`src/rtl/adder_result_accumulator_if.sv`:
```
// Handshake bundle between the adder stream, the block accumulator and its consumer.
// The slave modport is the accumulator's view; master is the surrounding logic.
interface adder_result_accumulator_if #(
    parameter int unsigned IN_W      = 5,
    parameter int unsigned BLOCK_LEN = 8,
    parameter int unsigned ACC_W     = 16,
    parameter int unsigned CNT_W     = $clog2(BLOCK_LEN + 1)
);
    logic             in_valid;
    logic             in_ready;
    logic [IN_W-1:0]  in_data;
    logic             flush;
    logic             out_valid;
    logic             out_ready;
    logic [ACC_W-1:0] out_acc;
    logic [IN_W-1:0]  out_max;
    logic [CNT_W-1:0] out_count;
    logic             out_sat;

    modport slave (
        input  in_valid, in_data, flush, out_ready,
        output in_ready, out_valid, out_acc, out_max, out_count, out_sat
    );

    modport master (
        output in_valid, in_data, flush, out_ready,
        input  in_ready, out_valid, out_acc, out_max, out_count, out_sat
    );
endinterface

```
`src/rtl/adder_result_accumulator.sv`:
```
// Block accumulator for the 4-bit adder's 5-bit sums: totals BLOCK_LEN samples
// (or fewer on flush) and reports total, max, count and a sticky saturation flag.
module adder_result_accumulator #(
    parameter int unsigned IN_W      = 5,
    parameter int unsigned BLOCK_LEN = 8,
    parameter int unsigned ACC_W     = 16,
    parameter int unsigned CNT_W     = $clog2(BLOCK_LEN + 1)
) (
    input logic                        clk,
    input logic                        rst,
    adder_result_accumulator_if.slave  bus
);

    localparam logic [0:0] ST_ACCUM = 1'b0;
    localparam logic [0:0] ST_HOLD  = 1'b1;

    localparam logic [CNT_W-1:0] LAST_CNT = CNT_W'(BLOCK_LEN - 1);
    localparam logic [ACC_W-1:0] ACC_MAX  = '1;

    logic [0:0]       state_q,     state_d;
    logic [ACC_W-1:0] acc_q,       acc_d;
    logic [IN_W-1:0]  max_q,       max_d;
    logic [CNT_W-1:0] cnt_q,       cnt_d;
    logic             sat_q,       sat_d;
    logic [ACC_W-1:0] out_acc_q,   out_acc_d;
    logic [IN_W-1:0]  out_max_q,   out_max_d;
    logic [CNT_W-1:0] out_count_q, out_count_d;
    logic             out_sat_q,   out_sat_d;

    logic             in_fire;
    logic             out_fire;
    logic             close_block;
    logic [ACC_W:0]   sum_wide;
    logic [ACC_W-1:0] acc_upd;
    logic [IN_W-1:0]  max_upd;
    logic [CNT_W-1:0] cnt_upd;
    logic             sat_upd;

    // Handshake outputs come from the state register alone, never from inputs.
    assign bus.in_ready  = (state_q == ST_ACCUM);
    assign bus.out_valid = (state_q == ST_HOLD);
    assign bus.out_acc   = out_acc_q;
    assign bus.out_max   = out_max_q;
    assign bus.out_count = out_count_q;
    assign bus.out_sat   = out_sat_q;

    assign in_fire  = bus.in_valid && (state_q == ST_ACCUM);
    assign out_fire = bus.out_ready && (state_q == ST_HOLD);

    // Running values as they would be after accepting the current sample; the
    // extra top bit of sum_wide is the overflow that drives clamping and sat.
    assign sum_wide = {1'b0, acc_q} + (ACC_W + 1)'(bus.in_data);
    assign acc_upd  = sum_wide[ACC_W] ? ACC_MAX : sum_wide[ACC_W-1:0];
    assign sat_upd  = sat_q | sum_wide[ACC_W];
    assign max_upd  = (bus.in_data > max_q) ? bus.in_data : max_q;
    assign cnt_upd  = cnt_q + CNT_W'(1);

    // A flush only closes a block that will hold at least one sample.
    assign close_block = (in_fire && (cnt_q == LAST_CNT))
                       || (bus.flush && ((cnt_q != '0) || in_fire));

    always_comb begin
        // NOTE: every signal assigned here gets a default first, so no path
        // through the case leaves one unassigned and no latch is inferred.
        state_d     = state_q;
        acc_d       = acc_q;
        max_d       = max_q;
        cnt_d       = cnt_q;
        sat_d       = sat_q;
        out_acc_d   = out_acc_q;
        out_max_d   = out_max_q;
        out_count_d = out_count_q;
        out_sat_d   = out_sat_q;

        case (state_q)
            ST_ACCUM: begin
                if (in_fire) begin
                    acc_d = acc_upd;
                    max_d = max_upd;
                    cnt_d = cnt_upd;
                    sat_d = sat_upd;
                end
                if (close_block) begin
                    state_d     = ST_HOLD;
                    out_acc_d   = acc_d;
                    out_max_d   = max_d;
                    out_count_d = cnt_d;
                    out_sat_d   = sat_d;
                end
            end
            ST_HOLD: begin
                // Inputs and flush are ignored here; the result stays frozen.
                if (out_fire) begin
                    state_d = ST_ACCUM;
                    acc_d   = '0;
                    max_d   = '0;
                    cnt_d   = '0;
                    sat_d   = 1'b0;
                end
            end
            default: state_d = ST_ACCUM;
        endcase
    end

    always_ff @(posedge clk or posedge rst) begin
        if (rst) begin
            state_q     <= ST_ACCUM;
            acc_q       <= '0;
            max_q       <= '0;
            cnt_q       <= '0;
            sat_q       <= 1'b0;
            out_acc_q   <= '0;
            out_max_q   <= '0;
            out_count_q <= '0;
            out_sat_q   <= 1'b0;
        end else begin
            // NOTE: non-blocking assignments so every flop samples the values
            // from before this edge, independent of statement order.
            state_q     <= state_d;
            acc_q       <= acc_d;
            max_q       <= max_d;
            cnt_q       <= cnt_d;
            sat_q       <= sat_d;
            out_acc_q   <= out_acc_d;
            out_max_q   <= out_max_d;
            out_count_q <= out_count_d;
            out_sat_q   <= out_sat_d;
        end
    end

endmodule

```
`src/flat_wrapper.sv`:
```
// flat-port wrapper written by rule: the top's interface ports become plain ports
module adder_result_accumulator_flat 
#(
    parameter int unsigned IN_W      = 5,
    parameter int unsigned BLOCK_LEN = 8,
    parameter int unsigned ACC_W     = 16,
    parameter int unsigned CNT_W     = $clog2(BLOCK_LEN + 1)
)
  (clk, rst, bus_in_valid, bus_in_data, bus_flush, bus_out_ready, bus_in_ready, bus_out_valid, bus_out_acc, bus_out_max, bus_out_count, bus_out_sat);
  adder_result_accumulator_if #(.IN_W(IN_W), .BLOCK_LEN(BLOCK_LEN), .ACC_W(ACC_W), .CNT_W(CNT_W)) bus_i ();
  input logic clk;
  input logic rst;
  input wire logic [$bits(bus_i.in_valid)-1:0] bus_in_valid;
  input wire logic [$bits(bus_i.in_data)-1:0] bus_in_data;
  input wire logic [$bits(bus_i.flush)-1:0] bus_flush;
  input wire logic [$bits(bus_i.out_ready)-1:0] bus_out_ready;
  output wire logic [$bits(bus_i.in_ready)-1:0] bus_in_ready;
  output wire logic [$bits(bus_i.out_valid)-1:0] bus_out_valid;
  output wire logic [$bits(bus_i.out_acc)-1:0] bus_out_acc;
  output wire logic [$bits(bus_i.out_max)-1:0] bus_out_max;
  output wire logic [$bits(bus_i.out_count)-1:0] bus_out_count;
  output wire logic [$bits(bus_i.out_sat)-1:0] bus_out_sat;
  assign bus_i.in_valid = bus_in_valid;
  assign bus_i.in_data = bus_in_data;
  assign bus_i.flush = bus_flush;
  assign bus_i.out_ready = bus_out_ready;
  assign bus_in_ready = bus_i.in_ready;
  assign bus_out_valid = bus_i.out_valid;
  assign bus_out_acc = bus_i.out_acc;
  assign bus_out_max = bus_i.out_max;
  assign bus_out_count = bus_i.out_count;
  assign bus_out_sat = bus_i.out_sat;
  adder_result_accumulator #(.IN_W(IN_W), .BLOCK_LEN(BLOCK_LEN), .ACC_W(ACC_W), .CNT_W(CNT_W)) u_core (.clk(clk), .rst(rst), .bus(bus_i));
endmodule
```
`config.mk`:
```
export PLATFORM = sky130hd
export DESIGN_NAME = adder_result_accumulator_flat
export DESIGN_NICKNAME = d
export VERILOG_FILES = /design/src/rtl/adder_result_accumulator_if.sv /design/src/rtl/adder_result_accumulator.sv /design/src/flat_wrapper.sv
export SDC_FILE = /design/constraint.sdc
export NUM_CORES = 1
export LEC_CHECK = 0
export CORE_MARGIN = 5
export CORE_UTILIZATION = 30
export CTS_BUF_LIST = sky130_fd_sc_hd__clkbuf_4 sky130_fd_sc_hd__clkbuf_8 sky130_fd_sc_hd__clkbuf_16
export CTS_CLUSTER_DIAMETER = 150
export DETAILED_ROUTE_END_ITERATION = 7
export PLACE_DENSITY_LB_ADDON = 0.1
export REMOVE_ABC_BUFFERS = 1
export SETUP_SLACK_MARGIN = 0.5
export SLEW_MARGIN = 10
export SYNTH_ARGS = -nofsm -noshare
export SYNTH_HDL_FRONTEND = slang
export SYNTH_SLANG_ARGS = --single-unit
```
`constraint.sdc`:
```
create_clock -name clk -period 2 [get_ports clk]
set_input_delay 0.2 -clock clk [delete_from_list [all_inputs] [get_ports clk]]
set_output_delay 0.2 -clock clk [all_outputs]
set_load 0.1 [all_outputs]
```
# Yosys cells after proc, flatten, opt, wreduce, memory -nomap -nowiden
# Cells that the tools add are included.
op_classes:
  n_addsub: 2
  magnitude_cmp: 1
  n_eq_ne: 2
  mux: 17
  n_bitwise: 2
  n_reduce_logical: 8
ops:
  columns: ["cell", "count"]
  rows:
  - ["two-way mux 16 bit", 3]
  - ["one-hot mux 16 bit (2 select lines)", 1]
  - ["adder 16 x 5 -> 17 bit", 1]
  - ["two-way mux 5 bit", 3]
  - ["one-hot mux 5 bit (2 select lines)", 1]
  - ["two-way mux 4 bit", 2]
  - ["one-hot mux 4 bit (2 select lines)", 1]
  - ["greater-than comparator 5 bit", 1]
  - ["adder 4 x 1 -> 4 bit, second input constant", 1]
  - ["equality test 4 x 3 -> 1 bit, second input constant", 1]
  - ["logical AND 1 bit", 4]
  - ["two-way mux 1 bit", 4]
  - ["one-hot mux 1 bit (2 select lines)", 2]
  - ["nonzero test 4 bit", 1]
  - ["logical OR 1 bit", 2]
  - ["!= test 2 bit, second input constant", 1]
  - ["AND reduction 2 bit", 1]
  - ["inverter 1 bit", 1]
  - ["OR 1 bit", 1]
totals:
  register_bits: 53
  inputBits: 10
  output_inout_bits: 28
  elab_cells: 41

# Logic depth before layout (Yosys ltp)
depth:
  word_depth: 7
  mapped_depth: 9
  mapped_depth_nobuf: 7

# Worst setup path before layout
# OpenSTA, ideal clock, no wires.
synth_path:
  kind: "reg-to-reg"
  start: "reg u_core.state_q (netlist: u_core.bus.out_valid)"
  end: "reg u_core.acc_q[15]"
  setup_time_ns: 0.087
  arrival_time_ns: 2.756
  t_required_ns: 1.913
  slack_ns: -0.842
  stages_incl_launch_ff: 6
  n_path_buf: 1
  synth_period_minus_slack_ns: 2.842
  path_cell_list: "dfrtp_1 > buf_2 > clkinv_1 > nor2_1 > o21ai_0 > o211ai_1"
synth_via:
  elab_chain_cells: 4
  word_cells_on_any_way: 6
  classes_between: "eq/ne (1); mux (2); bitwise (1); reduce/logical (2)"
synth_lines:
  columns: ["item", "line", "source"]
  rows:
  - ["from (decl)", "adder_result_accumulator.sv:20", "logic [0:0] state_q, state_d;"]
  - ["from (signal assigned)", "adder_result_accumulator.sv:119", "state_q <= state_d;"]
  - ["inverter 1 bit (no line) (*)", null, null]
  - ["via bus_in_ready", "flat_wrapper.sv:17", "output wire logic [$bits(bus_i.in_ready)-1:0] bus_in_ready;"]
  - ["logical AND 1 bit", "adder_result_accumulator.sv:47", "assign in_fire = bus.in_valid && (state_q == ST_ACCUM);"]
  - ["two-way mux 16 bit", "adder_result_accumulator.sv:77", "if (in_fire) begin"]
  - ["one-hot mux 16 bit (2 select lines) (*)", "adder_result_accumulator.sv:75", "case (state_q)"]
  - ["to (signal assigned)", "adder_result_accumulator.sv:108", "acc_q <= '0;"]
  - ["to (signal assigned)", "adder_result_accumulator.sv:120", "acc_q <= acc_d;"]
  - ["to (decl)", "adder_result_accumulator.sv:21", "logic [ACC_W-1:0] acc_q, acc_d;"]
# The timed path passes the listed nets; every way through them passes the cells marked *.
# A chain may end at the register's enable or synchronous reset.

# Worst setup path in the final report
layout_path:
  start: "reg u_core.acc_q[0]"
  end: "reg u_core.out_acc_q[8] (netlist: u_core.bus.out_acc[8])"
layout_via:
  elab_chain_cells: 3
layout_lines:
  columns: ["item", "line", "source"]
  rows:
  - ["adder 16 x 5 -> 17 bit", "adder_result_accumulator.sv:52", "assign sum_wide = {1'b0, acc_q} + (ACC_W + 1)'(bus.in_data);"]
  - ["two-way mux 16 bit", "adder_result_accumulator.sv:53", "assign acc_upd = sum_wide[ACC_W] ? ACC_MAX : sum_wide[ACC_W-1:0];"]
  - ["two-way mux 16 bit", "adder_result_accumulator.sv:77", null]
  - ["to (signal assigned)", "adder_result_accumulator.sv:124", "out_acc_q <= out_acc_d;"]
  - ["to (decl)", "adder_result_accumulator.sv:25", "logic [ACC_W-1:0] out_acc_q, out_acc_d;"]
# Every way passes these cells.

==> metrics.md <==
| Metric | Value |
|---|---|
| Post-route clock period utilization | `103%` |
| Area growth from synthesis to final layout | `56.8%` |
| Number of violations of the max-capacitance limit | `0` |
| Slew Limit Fails | `0` |
| Post-synth top area share | `44.4%` |
| Most area-consuming cells after synthesis | `sky130_fd_sc_hd__dfrtp_1, sky130_fd_sc_hd__ha_1, sky130_fd_sc_hd__nand2_1` |
| Violations in the final reports | `setup timing` |
| Unrepaired setup endpoints after global routing | `true` |
| Portion of netlist area occupied by mux cells | `1.76%` |
| Number of global-route vias before repair | `3005` |
| Dominant register cell in the synthesized netlist | `sky130_fd_sc_hd__dfrtp_1` |
| Highest ir drop seen on vdd | `974 uV` |
| Wirelength, routed | `9650 um` |
| N_diodes | `0` |
| Die extent in y | `110 um` |
| Measured slew at the worst slew-check pin | `0.496 ns` |
| Crit Path Max Fanout | `5` |
| Worst Setup Slack, final | `-0.0518 ns` |
| Sink Count | `53` |
| Average cell area after synthesis | `9.25 um^2` |
| Post-Synth Simple-Gate Area | `19.7%` |
| Destination of the worst register-to-register timing path | `u_core.bus.out_acc[8]$_DFFE_PP0P_` |
| First-pass iteration count of the detailed router | `4` |
| Xor and xnor fraction of the mapped netlist area | `2.64%` |
| Detail-routed via count per cell | `5.11` |
| Worst relative slew slack | `67.0%` |
| Maximum number of pins on one net before global-route repair | `54` |
| Initial cell density of the core | `30.7%` |
| Filler cell count | `943` |
| Start of the worst register-to-register path | `u_core.acc_q[0]$_DFFE_PP0P_` |
| Critical Path Sink Type | `flop` |
| Initial detailed-routing violation count | `97` |
| Leakage power | `2.04 nW` |
| Dominant combinational cell family by area after synthesis | `compound AO/OA/AOI/OAI gates` |
| Standard-cell row count | `36` |
| Global placement routability congestion | `0.854` |
| Cell type with the highest aggregate area in the netlist | `sky130_fd_sc_hd__dfrtp_1` |
| Layout cell share with drive strength beyond 1 | `46.5%` |
| R2R Setup Slk | `-0.05 ns` |
| Number of antenna-violating nets in the routed design | `0` |
| Count of distinct cell types in the synthesized netlist | `60` |
| Clock tree from TritonCTS | `yes` |
| Bufs on Longest Clock Path | `2` |
| H-tree levels | `2` |
| Result of the run | `finished, violations left` |
| Wire length of the first global-routing pass | `15500 um` |
| Number of vias in the routed layout | `2846` |
| Data arrival time of the worst path | `2.25 ns` |
| Post-Synthesis Cells | `323` |
| Post-synthesis compound-gate area fraction | `21.4%` |
| Number of nets in the layout | `446` |
| Clk pin slew, worst setup/hold paths | `0.10 ns` |
| Syn. warnings | `0` |
| FF-to-FF path depth | `7` |
| Mapped Area | `2990 um^2` |
| F_max | `487 MHz` |
| Area share of fa/ha/maj cells after synthesis | `5.69%` |
| Number of flops mapped to enable cells by yosys | `0` |
| Min-delay worst type | `in2async` |
| Clock insertion delay at the later pin of the skew report | `0.31 ns` |
| Mean routed wirelength per cell | `17.3 um` |
| Required time of the critical path | `2.20 ns` |
| CTS buffer count | `5` |
| Hold buffer count at cts | `0` |
| CTS root buffer | `sky130_fd_sc_hd__clkbuf_8` |
| Hold violation count in the final report | `0` |
| Gr usage total | `16.4%` |
| Total global routing overflow | `0` |
| Share of synthesized area occupied by flip-flops and latches | `44.4%` |
| Initial antenna violation count | `0` |
| Final count of negative-setup-slack endpoints | `4` |
| DRC violations left | `0` |
| Largest clock skew in the final design | `0.00326 ns` |
| Die W | `110 um` |
| Total placed cells including tap cells | `527` |
| Seq cells post-synth | `53` |
| Top-level port count | `38` |
| Floorplan die area | `12100 um^2` |
| Post-layout min period | `2.05 ns` |
| Async SR Flop Fraction | `100%` |
| Core Area | `9730 um^2` |
| Crit path launch type | `flop` |
| DP Worst Slack | `-0.494 ns` |
| WS Path Type | `reg2reg` |
| Power Density | `1710 nW/um^2` |
| Total of buffers placed on input and output ports | `37` |
| Non-filler instance count after layout | `557` |
| Final HPWL from detailed placement | `6150 um` |
-- power by group --
| part | switching, mW | internal [mW] | leakage, nW |
|---|---|---|---|
| Clock | 0.379 | 0.277 | 0.0453 |
| Sequential | 0.310 | 1.43 | 0.676 |
| Combinational | 3.45 | 2.17 | 1.32 |
| Total | 4.14 | 3.88 | 2.04 |
-- sequential cells by signal (all words and copies together), names as in the netlist --
register / count
u_core.bus.out_acc: 16
u_core.bus.out_max: 5
u_core.bus.out_valid: 1
u_core.bus.out_count: 4
u_core.sat_q: 1
u_core.max_q: 5
u_core.cnt_q: 4
u_core.acc_q: 16
u_core.bus.out_sat: 1
-- area by class of cell --
cell class	count	area (um^2)	area share, %
multi-input combinational	240	2070	44.1
clock inverter	1	7.51	0.160
inverter	14	57.6	1.23
sequential	53	1330	28.4
timing repair buffer	109	975	20.8
clock buffer	7	83.8	1.79
tap	133	166	3.55
-- cell families (layout without fill, tap and decap cells) --
logic type	Yosys count	in the layout
and+or+nand+nor	117	117
AOI/OAI and AO/OA	96	96
DFF	53	53
buffers and inverters	30	131
adders and majority gates	13	13
xor gates and xnor gates	9	9
muxes	5	5
-- cells in the final DEF, fill, tap and decap left out, types with 3 or more instances in the layout --
| cell | n |
|---|---|
| sky130_fd_sc_hd__inv_1 | 7 |
| sky130_fd_sc_hd__nand4_1 | 6 |
| sky130_fd_sc_hd__and3_1 | 3 |
| sky130_fd_sc_hd__o22ai_1 | 5 |
| sky130_fd_sc_hd__xor2_2 | 3 |
| sky130_fd_sc_hd__a31oi_1 | 11 |
| sky130_fd_sc_hd__nand2_2 | 3 |
| sky130_fd_sc_hd__o311ai_2 | 5 |
| sky130_fd_sc_hd__dfrtp_2 | 3 |
| sky130_fd_sc_hd__a21oi_4 | 3 |
| sky130_fd_sc_hd__buf_6 | 12 |
| sky130_fd_sc_hd__a21oi_1 | 14 |
| sky130_fd_sc_hd__o21ai_2 | 3 |
| sky130_fd_sc_hd__nand2_1 | 36 |
| sky130_fd_sc_hd__buf_4 | 80 |
| sky130_fd_sc_hd__nand2b_1 | 4 |
| sky130_fd_sc_hd__nor2_4 | 7 |
| sky130_fd_sc_hd__o21ai_0 | 6 |
| sky130_fd_sc_hd__a211oi_2 | 3 |
| sky130_fd_sc_hd__mux2i_1 | 3 |
| sky130_fd_sc_hd__clkbuf_8 | 5 |
| sky130_fd_sc_hd__buf_12 | 4 |
| sky130_fd_sc_hd__and3_4 | 3 |
| sky130_fd_sc_hd__o22ai_2 | 4 |
| sky130_fd_sc_hd__nand3_2 | 4 |
| sky130_fd_sc_hd__nand3_1 | 6 |
| sky130_fd_sc_hd__and2_1 | 3 |
| sky130_fd_sc_hd__nor2_1 | 19 |
| sky130_fd_sc_hd__a211o_1 | 4 |
| sky130_fd_sc_hd__ha_1 | 4 |
| sky130_fd_sc_hd__ha_4 | 7 |
| sky130_fd_sc_hd__clkdlybuf4s50_1 | 3 |
| sky130_fd_sc_hd__inv_2 | 5 |
| sky130_fd_sc_hd__dfrtp_1 | 50 |
| sky130_fd_sc_hd__dlygate4sd2_1 | 5 |
| sky130_fd_sc_hd__buf_8 | 3 |
| sky130_fd_sc_hd__o21ai_1 | 11 |
| sky130_fd_sc_hd__o31ai_1 | 3 |
-- worst max path at each step --
stage,start,endpoint,slack (ns),cells past startpoint
after floorplan,u_core.bus.out_valid$_DFF_PP0_,u_core.acc_q[15]$_DFFE_PP0P_,-1.48,4
after global placement,bus_in_data[0],u_core.bus.out_acc[3]$_DFFE_PP0P_,-0.46,8
after detailed placement,bus_in_data[0],u_core.bus.out_acc[3]$_DFFE_PP0P_,-0.49,8
after CTS,u_core.acc_q[1]$_DFFE_PP0P_,u_core.bus.out_acc[7]$_DFFE_PP0P_,-0.05,7
after global routing,u_core.acc_q[0]$_DFFE_PP0P_,u_core.bus.out_acc[7]$_DFFE_PP0P_,-0.10,8
final,u_core.acc_q[0]$_DFFE_PP0P_,u_core.bus.out_acc[8]$_DFFE_PP0P_,-0.05,7
-- metal layers --
metal	wire length, um	GRT usage [%]
met1	4740	23.4
met2	4420	25.5
met3	323	2.41
met4	171	5.43
met5	0	0
-- worst max-delay path, cell delays in order, from the launching register on --
cell	delay (ns)
sky130_fd_sc_hd__dfrtp_1	0.44
sky130_fd_sc_hd__ha_4	0.19
sky130_fd_sc_hd__fa_2	0.37
sky130_fd_sc_hd__a21oi_4	0.20
sky130_fd_sc_hd__o22ai_4	0.13
sky130_fd_sc_hd__a31oi_1	0.25
sky130_fd_sc_hd__a41oi_2	0.07
sky130_fd_sc_hd__mux2_2	0.29
-- synthesized netlist by cell type (3+ instances only) --
library cell	number
sky130_fd_sc_hd__clkbuf_1	7
sky130_fd_sc_hd__dfrtp_1	53
sky130_fd_sc_hd__nand2b_1	6
sky130_fd_sc_hd__buf_2	5
sky130_fd_sc_hd__o21ai_1	12
sky130_fd_sc_hd__nand3_1	10
sky130_fd_sc_hd__a211o_1	4
sky130_fd_sc_hd__nand2_1	39
sky130_fd_sc_hd__buf_4	4
sky130_fd_sc_hd__a31oi_1	13
sky130_fd_sc_hd__xor2_1	5
sky130_fd_sc_hd__and3_1	6
sky130_fd_sc_hd__inv_1	11
sky130_fd_sc_hd__a21oi_1	18
sky130_fd_sc_hd__o311ai_1	4
sky130_fd_sc_hd__o21ai_0	10
sky130_fd_sc_hd__o22ai_1	9
sky130_fd_sc_hd__nor2_1	28
sky130_fd_sc_hd__nor3_1	4
sky130_fd_sc_hd__ha_1	12
sky130_fd_sc_hd__and2_1	4
sky130_fd_sc_hd__mux2i_1	3
sky130_fd_sc_hd__xnor2_1	4
sky130_fd_sc_hd__o31ai_1	3
sky130_fd_sc_hd__nand4_1	6
-- per-stage QoR --
step	util [%]	area (um^2)	setup TNS, ns	hold WS, ns	power, mW
2_1_floorplan	-	2910	-32.28	0.289	4.66
3_3_place_gp	39.1	3800	-14.33	0.469	6.03
3_5_place_dp	39.1	3800	-15.88	0.472	6.03
4_1_cts	45.8	4450	-0.138	0.263	7.60
5_1_grt	48.2	4690	-0.739	0.292	8.49
6_report	48.2	4690	-0.109	0.235	8.02
-- repair_timing --
item                                    4_1_cts  5_1_grt
setup buffers                                13        6
endpoints found under the setup margin       50       51
pin swaps                                    45       23
gates cloned                                  3        0
gates resized for setup                     101       34
No activity file was read; power rests on OpenSTA's default activity.
